`config.mk`:
```
export PLATFORM = sky130hd
export DESIGN_NAME = lt_cmp_scheduler
export DESIGN_NICKNAME = d
export VERILOG_FILES = /design/src/rtl/lt_cmp_scheduler_pkg.sv /design/src/rtl/lt_cmp_scheduler_rr_pick.sv /design/src/rtl/lt_cmp_scheduler.sv
export SDC_FILE = /design/constraint.sdc
export NUM_CORES = 1
export LEC_CHECK = 0
export CORE_MARGIN = 2
export CORE_UTILIZATION = 34
export CTS_CLUSTER_DIAMETER = 40
export DETAILED_ROUTE_END_ITERATION = 8
export PLACE_DENSITY = 0.78
export SLEW_MARGIN = 20
export SYNTH_ARGS = -nofsm -noshare
export SYNTH_HDL_FRONTEND = slang
export SYNTH_HIERARCHICAL = 1
export SYNTH_SLANG_ARGS = --single-unit
export TNS_END_PERCENT = 5
```
`constraint.sdc`:
```
create_clock -name clk -period 3.08 [get_ports clk]
set_input_delay 0.924 -clock clk [delete_from_list [all_inputs] [get_ports clk]]
set_output_delay 0.924 -clock clk [all_outputs]
set_load 0.02 [all_outputs]
```
`src/rtl/lt_cmp_scheduler_pkg.sv`:
```
// Shared types and constants for the FP less-than comparator scheduler.
// Operands are FP 11/13 words with the two exception bits on top.
package lt_cmp_scheduler_pkg;

  localparam int FP_W     = 27;
  localparam int TAG_ID_W = 8;

  typedef struct packed {
    logic                valid;
    logic [TAG_ID_W-1:0] id;
  } tag_t;

  function automatic int idx_w(input int n);
    return (n > 1) ? $clog2(n) : 1;
  endfunction

endpackage

```
`src/rtl/lt_cmp_scheduler_rr_pick.sv`:
```
// Combinational round-robin picker: the first set request at or after ptr wins.
module rr_pick
  import lt_cmp_scheduler_pkg::*;
#(
  parameter int N  = 4,
  parameter int IW = idx_w(N)
) (
  input  logic [N-1:0]  req,
  input  logic [IW-1:0] ptr,
  output logic [N-1:0]  grant,
  output logic [IW-1:0] idx,
  output logic          any
);

  logic [IW-1:0] j;

  // Walk from the farthest offset back to ptr so the nearest hit overwrites.
  always_comb begin
    grant = '0;
    idx   = '0;
    any   = 1'b0;
    j     = '0;
    for (int off = N - 1; off >= 0; off--) begin
      j = IW'((int'(ptr) + off) % N);
      if (req[j]) begin
        grant    = '0;
        grant[j] = 1'b1;
        idx      = j;
        any      = 1'b1;
      end
    end
  end

endmodule

```
`src/rtl/lt_cmp_scheduler.sv`:
```
// Shares one pipelined external FP less-than comparator among N_REQ requesters,
// tagging each issue so responses return in grant order with the requester id.
module lt_cmp_scheduler
  import lt_cmp_scheduler_pkg::*;
#(
  parameter int N_REQ   = 4,
  parameter int WIDTH   = FP_W - 1,
  parameter int CMP_LAT = 3,
  localparam int IW = idx_w(N_REQ),
  localparam int OW = WIDTH + 1,
  localparam int CW = $clog2(CMP_LAT + 1) + 1
) (
  input  logic                clk,
  input  logic                rst_n,
  input  logic                flush,
  input  logic [N_REQ-1:0]    req_valid,
  input  logic [N_REQ*OW-1:0] req_a,
  input  logic [N_REQ*OW-1:0] req_b,
  output logic [N_REQ-1:0]    req_ready,
  output logic [OW-1:0]       cmp_a,
  output logic [OW-1:0]       cmp_b,
  input  logic                cmp_less,
  output logic                resp_valid,
  output logic [IW-1:0]       resp_id,
  output logic                resp_less,
  output logic [CW-1:0]       inflight
);

  logic [IW-1:0]    rr_ptr;
  logic [N_REQ-1:0] pick_grant;
  logic [IW-1:0]    pick_idx;
  logic             pick_any;
  logic             issue;
  logic             retire;
  logic             unused_tag_id;
  tag_t             tag_q [CMP_LAT];

  rr_pick #(.N(N_REQ), .IW(IW)) u_rr_pick (
    .req   (req_valid),
    .ptr   (rr_ptr),
    .grant (pick_grant),
    .idx   (pick_idx),
    .any   (pick_any)
  );

  assign issue         = pick_any & rst_n & ~flush;
  assign req_ready     = issue ? pick_grant : '0;
  assign retire        = tag_q[CMP_LAT-1].valid;
  assign unused_tag_id = ^tag_q[CMP_LAT-1].id;

  always_ff @(posedge clk or negedge rst_n) begin
    if (!rst_n) begin
      rr_ptr <= '0;
      cmp_a  <= '0;
      cmp_b  <= '0;
    end else if (issue) begin
      rr_ptr <= (int'(pick_idx) == N_REQ - 1) ? '0 : pick_idx + IW'(1);
      cmp_a  <= req_a[pick_idx*OW +: OW];
      cmp_b  <= req_b[pick_idx*OW +: OW];
    end
  end

  // Tag stage CMP_LAT-1 lines up with the comparator result for the same issue.
  always_ff @(posedge clk or negedge rst_n) begin
    if (!rst_n) begin
      for (int i = 0; i < CMP_LAT; i++) tag_q[i] <= '0;
    end else begin
      tag_q[0] <= '{valid: issue, id: TAG_ID_W'(pick_idx)};
      for (int i = 1; i < CMP_LAT; i++)
        tag_q[i] <= '{valid: tag_q[i-1].valid & ~flush, id: tag_q[i-1].id};
    end
  end

  // Inflight counts live tags, so it retires on the edge that raises resp_valid.
  always_ff @(posedge clk or negedge rst_n) begin
    if (!rst_n) begin
      resp_valid <= 1'b0;
      resp_id    <= '0;
      resp_less  <= 1'b0;
      inflight   <= '0;
    end else begin
      resp_valid <= retire & ~flush;
      if (retire && !flush) begin
        resp_id   <= tag_q[CMP_LAT-1].id[IW-1:0];
        resp_less <= cmp_less;
      end
      if (flush)                inflight <= '0;
      else if (issue && !retire) inflight <= inflight + CW'(1);
      else if (!issue && retire) inflight <= inflight - CW'(1);
    end
  end

endmodule

```
== Yosys cells after proc, flatten, opt, wreduce, memory -nomap -nowiden ==
Cells that the tools add are included.

* Muxes and demuxes: 33
* Eq/ne operators: 1
* Multipliers: 1
* Magnitude comparators: 8
* Reductions and logical operators: 11
* Shifts and indexed selects: 2
* Add/subtract/negate cells: 6
* Bitwise operators: 6

{| class="wikitable"
|+ Operators by type and width
! operator !! count
|-
| $shiftx A108 B8 Y27 || 2
|-
| $mux W4 || 5
|-
| $lt A2 B3 Y1 const B || 4
|-
| $mux W1 || 12
|-
| $mux W2 || 5
|-
| $mux W3 || 3
|-
| $bmux W1 S2 || 4
|-
| $demux W1 S2 || 4
|-
| $ge A2 B1 Y1 const B || 4
|-
| $logic_and A1 B1 Y1 || 7
|-
| $mul A2 B5 Y7 const B || 1
|-
| $and A1 B1 Y1 || 5
|-
| $add A2 B1 Y2 const B || 2
|-
| $add A2 B2 Y2 const B || 2
|-
| $add A3 B1 Y3 const B || 1
|-
| $logic_not A1 Y1 || 3
|-
| $reduce_bool A3 Y1 || 1
|-
| $sub A3 B1 Y3 const B || 1
|-
| $eq A2 B1 Y1 const B || 1
|-
| $not A1 Y1 || 1
|}

* Register bits after elaboration: 72
* Input port bits: 224

== Logic depth before layout (Yosys ltp) ==
Gate-level depths: netlist of run 1.

* Depth after elaboration: 14
* Depth in mapped cells: 13
* Gate-level depth less buffers: 9

== By module ==
Netlist of run 1, hierarchy kept.

{| class="wikitable"
|+ Modules (own cells, without submodules)
! module !! area an instance (um^2) !! cells each !! times used !! seq. area each (um^2)
|-
| lt_cmp_scheduler || 4,110.2 || 362 || 1 || 1,801.7
|-
| rr_pick || 509.2 || 61 || 1 || 0.0
|}

== Least setup slack after synthesis of run 1 ==
Ideal clock, no wire load.

* Path type: register -> output
* From: reg rr_ptr[0]
* To: out req_ready[0]
* Buffers on the path: 2
* Stages on the path, launching flop included: 10
* Arrival: 2,248 ps
* Path slack: -92 ps
* Required time: 2,156 ps
* Path through: dfrtp_1 > buf_6 > inv_1 > ha_1 > buf_2 > or3b_2 > nand3_1 > nand4_1 > a31oi_1 > and2_1

* Cells in the longest elaborated chain, start to end: 10

{| class="wikitable"
|+ RTL lines
! what !! line !! text
|-
| start, declared || lt_cmp_scheduler.sv:29 || <nowiki>logic [IW-1:0] rr_ptr;</nowiki>
|-
| start signal, assigned || lt_cmp_scheduler.sv:57 || <nowiki>rr_ptr <= (int'(pick_idx) == N_REQ - 1) ? '0 : pick_idx + IW'(1);</nowiki>
|-
| $add A2 B2 Y2 || lt_cmp_scheduler_rr_pick.sv:24 || <nowiki>j = IW'((int'(ptr) + off) % N);</nowiki>
|-
| $lt A2 B3 Y1 (not written as such) / $ge A2 B1 Y1 (equally long branches) || lt_cmp_scheduler_rr_pick.sv:27 || <nowiki>grant[j] = 1'b1;</nowiki>
|-
| $logic_and A1 B1 Y1 (not written as such) || lt_cmp_scheduler_rr_pick.sv:27 ||
|-
| $mux W1 (not written as such) || lt_cmp_scheduler_rr_pick.sv:27 ||
|-
| $demux W1 S2 || -- ||
|-
| $mux W4 (3 in a row) || lt_cmp_scheduler_rr_pick.sv:25 || <nowiki>if (req[j]) begin</nowiki>
|-
| $mux W4 (*) || lt_cmp_scheduler_rr_pick.sv:25 ||
|-
| net pick_grant[0] || lt_cmp_scheduler.sv:30 || <nowiki>logic [N_REQ-1:0] pick_grant;</nowiki>
|-
| $mux W4 (*) || lt_cmp_scheduler.sv:47 || <nowiki>assign req_ready = issue ? pick_grant : '0;</nowiki>
|-
| end, declared || lt_cmp_scheduler.sv:19 || <nowiki>output logic [N_REQ-1:0] req_ready,</nowiki>
|}

The timed path passes the listed nets; every way through them passes the cells marked *. The select of a mux whose other input is x is not followed.

== Worst setup path after layout of run 1 ==
* From: in req_valid[2]
* To: out req_ready[0]

{| class="wikitable"
|+ RTL lines
! what !! line !! text
|-
| start, declared || lt_cmp_scheduler.sv:16 || <nowiki>input logic [N_REQ-1:0] req_valid,</nowiki>
|-
| $bmux W1 S2 || lt_cmp_scheduler_rr_pick.sv:25 ||
|-
| $mux W1 (not written as such) || lt_cmp_scheduler_rr_pick.sv:25 ||
|-
| $mux W4 (3 in a row) || lt_cmp_scheduler_rr_pick.sv:25 ||
|-
| $mux W4 (*) || lt_cmp_scheduler_rr_pick.sv:25 ||
|-
| net pick_grant[0] || lt_cmp_scheduler.sv:30 ||
|-
| $mux W4 (*) || lt_cmp_scheduler.sv:47 ||
|}

Marks and branches as above.

==> impl_metrics.env, run 1 <==
export IMPL_failed_checks="negative setup slack"
export IMPL_worst_setup_path_end_kind="output pin"
export IMPL_vias=4730
export IMPL_synth_compound_area_share_pct=12.9
export IMPL_timing_final_ws_setup_ns=-0.192
export IMPL_netlist_instances=423
export IMPL_syn_nets=657
export IMPL_grt_max_degree=68
export IMPL_min_period_over_period_pct=106
export IMPL_synth_top_family_by_area="multiplexers"
export IMPL_grt_total_usage_pct=22.2
export IMPL_synthMuxAreaShare_pct=26.5
export IMPL_grt_pass1_wl_um=25600
export IMPL_p_int_mw=4.34
export IMPL_routed_wl_um=16700
export IMPL_power_leakage_nw=3.59
export IMPL_drc=0
export IMPL_synthXorXnorAreaFrac_pct=0.488
export IMPL_setup_violations=4
export IMPL_min_period_ns=3.27
export IMPL_ys_types=42
export IMPL_path_class="primary input to output pin"
export IMPL_final_cell_mix="clkdlybuf4s50_1 (279), mux2i_1 (108), dfrtp_1 (70)"
export IMPL_rsz0062_at_grt="true"
export IMPL_synth_seq_area_share_pct=39.0
export IMPL_fillers=1053
export IMPL_io_pins=289
export IMPL_netlist_area_sq_um=4620
export IMPL_synth_seq_cells=72
export IMPL_cp_start_kind="primary input"
export IMPL_outcome="complete, but fails checks"
export IMPL_p_sw_mw=2.66
export IMPL_vdd_ir_drop_max_uv=453
export IMPL_drtAntennaViolNets=0
export IMPL_p_per_area_nw_per_um2=842
export IMPL_tightest_slew_ns=0.865
export IMPL_die_w_um=121
export IMPL_grt_pass1_vias=4955
export IMPL_cts_sinks=72
export IMPL_drive_gt1_share_pct=13.4
export IMPL_wl_per_cell_um=18.2
export IMPL_power_frac_comb_pct=60.1
export IMPL_cts_made_buffers=9
export IMPL_initial_core_util_pct=34.9
export IMPL_portBuffers=288
export IMPL_hold_class="flip-flop to flip-flop"
export IMPL_reg2reg_slack_ns=0.64
export IMPL_core_area_sq_um=13200
export IMPL_place_hpwl_um=12900
export IMPL_cp_max_fo=6
export IMPL_overflow=0
export IMPL_die_h_um=121
export IMPL_antenna_found_initial=0
export IMPL_postPlaceCellArea_sq_um=7890
export IMPL_total_power_mw=7.00
export IMPL_yosys_warnings=6
export IMPL_hold_violations=0
export IMPL_fmax_ghz=0.306
export IMPL_diodes=0
export IMPL_core_rowCount=42
export IMPL_swShare_pct=38.0
export IMPL_clockBufferDepth=2
export IMPL_path_clk_slew_ns=0.06
export IMPL_clk_latency_ns=0.32
export IMPL_synthAdderAreaFrac_pct=2.87
export IMPL_gp_congestion=0.857
export IMPL_nets=968
export IMPL_avgSynthCellArea_sq_um=10.9
export IMPL_first_iter_violations=200
export IMPL_detail_route_first_pass_iterations=4
export IMPL_cts_tree="done"
export IMPL_h_tree_depth=3
export IMPL_vias_per_cell=5.17
export IMPL_slew_headroom_pct=42.4
export IMPL_cts_root_buf="clkbuf_16"
export IMPL_crit_required_ns=2.16
export IMPL_pwr_share_seq_pct=22.3
export IMPL_fin_area_sq_um=8320
export IMPL_clkPwrFrac_pct=17.6
export IMPL_dieArea_sq_um=14500
export IMPL_layout_commonest_cell="clkdlybuf4s50_1"
export IMPL_fin_skew_ns=0.00369
export IMPL_maxCapViolCount=0
export IMPL_arrival_ns=2.35
export IMPL_syn_to_final_growth_pct=80.0
export IMPL_synth_simple_gate_area_share_pct=12.0
export IMPL_maxSlewViolCount=0
## cell families (layout without fill, tap and decap cells)
kind of cell | Yosys count | count (layout)
AND/OR/NAND/NOR | 110 | 110
buffers and inverters | 41 | 357
multiplexers | 117 | 117
flip-flops | 72 | 72
adder cells (fa/ha/maj) | 10 | 10
AO/OA/AOI/OAI | 72 | 72
XOR/XNOR | 1 | 1
## worst paths after layout
check	from	endpoint	depth (start not counted)
worst min-delay path	tag_q[18]	tag_q[9]	0
min in group asynchronous	rst_n	tag_q[26]	2
worst max register to register	rr_ptr[0]	cmp_b[0]	10
worst max-delay path	req_valid[2]	req_ready[0]	7
max in group asynchronous	rst_n	rr_ptr[0]	3
worst min register to register	tag_q[18]	tag_q[9]	0
## final cells by class
cell class,count,area (sq um),area share (%)
clock inverter,6,115,1.38
inverter,5,18.8,0.226
timing repair buffer,336,3330,40.1
multi-input combinational,310,2590,31.1
sequential,72,1800,21.7
tap,176,220,2.65
clock buffer,10,239,2.87
## power groups by stage
stage | Sequential (mW) | Clock, mW | Combinational, mW
2_1_floorplan | 2.02 | 0 | 1.85
3_3_place_gp | 1.56 | 0 | 4.02
3_5_place_dp | 1.57 | 0 | 4.13
4_1_cts | 1.56 | 1.26 | 4.20
5_1_grt | 1.62 | 1.30 | 4.47
6_report | 1.56 | 1.23 | 4.21
## timing repair
item	in CTS	in global routing
hold buffers	0	0
gates resized for setup	51	8
setup buffers	1	0
pin swaps	6	5
setup endpoints to repair	6	4
## worst max-delay path, stage by stage
cell	delay (ns)
buf_8	0.10
mux4_2	0.53
nor2b_4	0.21
a22oi_1	0.10
a31oi_1	0.17
and2_2	0.17
buf_4	0.13
## synth_stat cells (all sizes together)
cell type	n	share of area [%]
o211a	1	0.22
nand2	61	5.0
a22oi	4	0.65
o31ai	1	0.27
and4	1	0.19
and2	4	0.54
mux2	5	1.3
a21oi	3	0.32
inv	5	0.41
o21ai	3	0.32
dfrtp	72	39
nor2	14	1.2
a211o	1	0.19
ha	9	2.4
nor4bb	1	0.22
nor3b	1	0.16
and2b	1	0.16
buf	36	5.8
a31oi	4	0.54
xnor3	1	0.49
mux4	2	0.98
or3b	1	0.19
nor3	1	0.11
mux2i	110	24
nand4b	1	0.51
nor2b	6	0.98
fa	1	0.43
nand4	7	0.95
nand3b	5	1.1
o221ai	55	10
nand3	6	0.76
## sequential cells by signal (all words and copies together) (netlist names)
register / cells
rr_ptr: 2
tag_q: 8
cmp_b: 27
resp_valid: 1
inflight: 3
resp_id: 2
cmp_a: 27
retire: 1
resp_less: 1
## per-stage QoR
step	worst slack [ns]	TNS, ns	utilization [%]	hold slack, ns	std cells
2_1_floorplan	-0.0333	-0.0973	-	0.331	423
3_3_place_gp	-1.01	-8.18	59.6	0.331	898
3_5_place_dp	-1.07	-11.22	59.6	0.335	898
4_1_cts	-0.156	-0.574	62.6	0.344	915
5_1_grt	-0.226	-0.790	62.8	0.354	915
6_report	-0.192	-0.601	62.8	0.345	915
## per-layer routing
metal  routed length, um  GRT usage, %  up-vias
li1                    -             -     2217
met4                 461          7.41        0
met3                1230          5.33       33
met1                6150          24.0     2271
met5                   0             0        -
met2                8850          42.1      209
(Power assumes the default switching activity.)
==> inputs of run 2 (changes only) <==
==> constraint.sdc (replaced) <==
create_clock -name clk -period 2.7 [get_ports clk]
set_input_delay 0.81 -clock clk [delete_from_list [all_inputs] [get_ports clk]]
set_output_delay 0.81 -clock clk [all_outputs]
set_load 0.02 [all_outputs]
==> run 2 against run 1 <==
  * The run still ends with negative setup slack left
  * Count of clock-buffer cells in the layout did not move
  * Clock skew grew 0.0028 ns
  * Cell count up 0.44%
  * Largest cell class unchanged
==> impl_metrics.env, run 2 (synthesized netlist as in run 1, its figures left out) <==
export IMPL_arrival_ns=2.26
export IMPL_antenna_found_initial=0
export IMPL_rsz0062_at_grt="true"
export IMPL_overflow=0
export IMPL_portBuffers=288
export IMPL_maxSlewViolCount=0
export IMPL_top_regs="cmp_a x27, cmp_b x27, tag_q x8"
export IMPL_initial_core_util_pct=34.9
export IMPL_power_leakage_nw=3.62
export IMPL_die_h_um=121
export IMPL_place_hpwl_um=13300
export IMPL_cpPeakStageDelay_ns=0.52
export IMPL_layout_commonest_cell="clkdlybuf4s50_1"
export IMPL_cp_max_fo=6
export IMPL_h_tree_depth=3
export IMPL_setup_violations=4
export IMPL_fin_area_sq_um=8370
export IMPL_postPlaceCellArea_sq_um=7960
export IMPL_fillers=1085
export IMPL_diodes=0
export IMPL_cts_made_buffers=9
export IMPL_min_period_over_period_pct=114
export IMPL_vias=4723
export IMPL_detail_route_first_pass_iterations=4
export IMPL_final_cell_mix="clkdlybuf4s50_1 (279), mux2i_1 (108), dfrtp_1 (70)"
export IMPL_path_clk_slew_ns=0.05
export IMPL_worst_setup_path_end_kind="output pin"
export IMPL_path_class="primary input to output pin"
export IMPL_clk_latency_ns=0.33
export IMPL_grt_pass1_vias=4945
export IMPL_core_rowCount=42
export IMPL_clockBufferDepth=2
export IMPL_slowest_stage="mux4_2"
export IMPL_fmax_ghz=0.326
export IMPL_grt_pass1_wl_um=25900
export IMPL_gp_congestion=0.916
export IMPL_p_per_area_nw_per_um2=963
export IMPL_cp_start_kind="primary input"
export IMPL_drtAntennaViolNets=0
export IMPL_utilization_pct=63.2
export IMPL_fin_skew_ns=0.00646
export IMPL_cts_sinks=72
export IMPL_wl_per_cell_um=18.6
export IMPL_hold_class="flip-flop to flip-flop"
export IMPL_vias_per_cell=5.14
export IMPL_crit_required_ns=1.89
export IMPL_cts_tree="done"
export IMPL_maxCapViolCount=0
export IMPL_cts_hold_buffers=0
export IMPL_cts_root_buf="clkbuf_16"
export IMPL_drive_gt1_share_pct=14.5
export IMPL_core_area_sq_um=13200
export IMPL_io_pins=289
export IMPL_dieArea_sq_um=14500
export IMPL_timing_final_ws_setup_ns=-0.367
export IMPL_tightest_slew_ns=0.894
export IMPL_vdd_ir_drop_max_uv=651
export IMPL_routed_wl_um=17100
export IMPL_grt_max_degree=73
export IMPL_min_period_ns=3.07
export IMPL_path_cells="buf_2 > mux4_2 > nor2b_4 > a22oi_2 > a31oi_1 > and2_4 > buf_6"
export IMPL_die_w_um=121
export IMPL_drc=0
export IMPL_first_iter_violations=175
export IMPL_failed_checks="negative setup slack"
export IMPL_slew_headroom_pct=40.4
export IMPL_outcome="complete, but fails checks"
export IMPL_nets=973
export IMPL_hold_violations=0
export IMPL_syn_to_final_growth_pct=81.3
export IMPL_grt_total_usage_pct=22.8
==> run 2: changes by cell type in the layout (fill, tap and decap cells not counted), moves of 2 or more <==
cell    delta
and2_1     -3
buf_4      -2
buf_6      +5
buf_12     +2
buf_8      -2
and2_4     +4
buf_2      +2
==> run 2: final cells by class <==
class                   instances  area, sq um  area share, %
repair buffers                341         3390           40.5
flip-flops and latches         72         1800           21.5
clock inverters                 5         81.3          0.971
multi-input cells             310         2610           31.2
clock buffers                  10          239           2.85
well taps                     176          220           2.63
inverters                       5         21.3          0.254
==> run 2: power breakdown <==
part | switching [mW] | internal, mW
logic | 2.39 | 2.60
registers | 0.252 | 1.55
clock network | 0.446 | 0.829
total | 3.09 | 4.98
==> run 2: worst paths after layout <==
check | start | endpoint | slack, ns | cells after the start
min in group asynchronous | rst_n | retire | 0.90 | 3
max in group asynchronous | rst_n | rr_ptr[1] | 1.19 | 3
worst max-delay path | req_valid[3] | req_ready[2] | -0.37 | 7
worst min-delay path | tag_q[9] | tag_q[0] | 0.35 | 0
worst max register to register | rr_ptr[0] | cmp_b[0] | 0.27 | 10
worst min register to register | tag_q[9] | tag_q[0] | 0.35 | 0
==> run 2: timing repair <==
item / CTS / global route
pin swaps: 13 / 11
gates cloned: 0 / 1
endpoints found under the setup margin: 60 / 6
setup buffers: 3 / 1
endpoints found under the hold margin: 0 / 0
gates resized for setup: 54 / 6
==> run 2: per-layer routing <==
| metal | share of wire (%) | global-route usage, % |
|---|---|---|
| met2 | 52 | 41.0 |
| met4 | 2.4 | 8.14 |
| met3 | 6.4 | 5.00 |
| met5 | 0 | 0 |
| met1 | 39 | 26.4 |
==> run 2: stage by stage <==
stage	hold WS [ns]	total power, mW	TNS, ns	worst slack (ns)	std cells
6_report	0.349	8.06	-1.33	-0.367	919
3_5_place_dp	0.337	6.65	-30.66	-1.22	899
2_1_floorplan	0.331	4.48	-3.14	-0.105	423
4_1_cts	0.350	8.05	-1.29	-0.353	917
5_1_grt	0.364	8.50	-1.56	-0.422	919
3_3_place_gp	0.336	6.50	-27.10	-1.13	899
==> run 2: worst max-delay path, delay by kind of cell <==
family	cells	cell delay (ns)
AO/OA/AOI/OAI	2	0.31
AND/OR/NAND/NOR	2	0.38
buffers and inverters	2	0.24
multiplexers	1	0.52
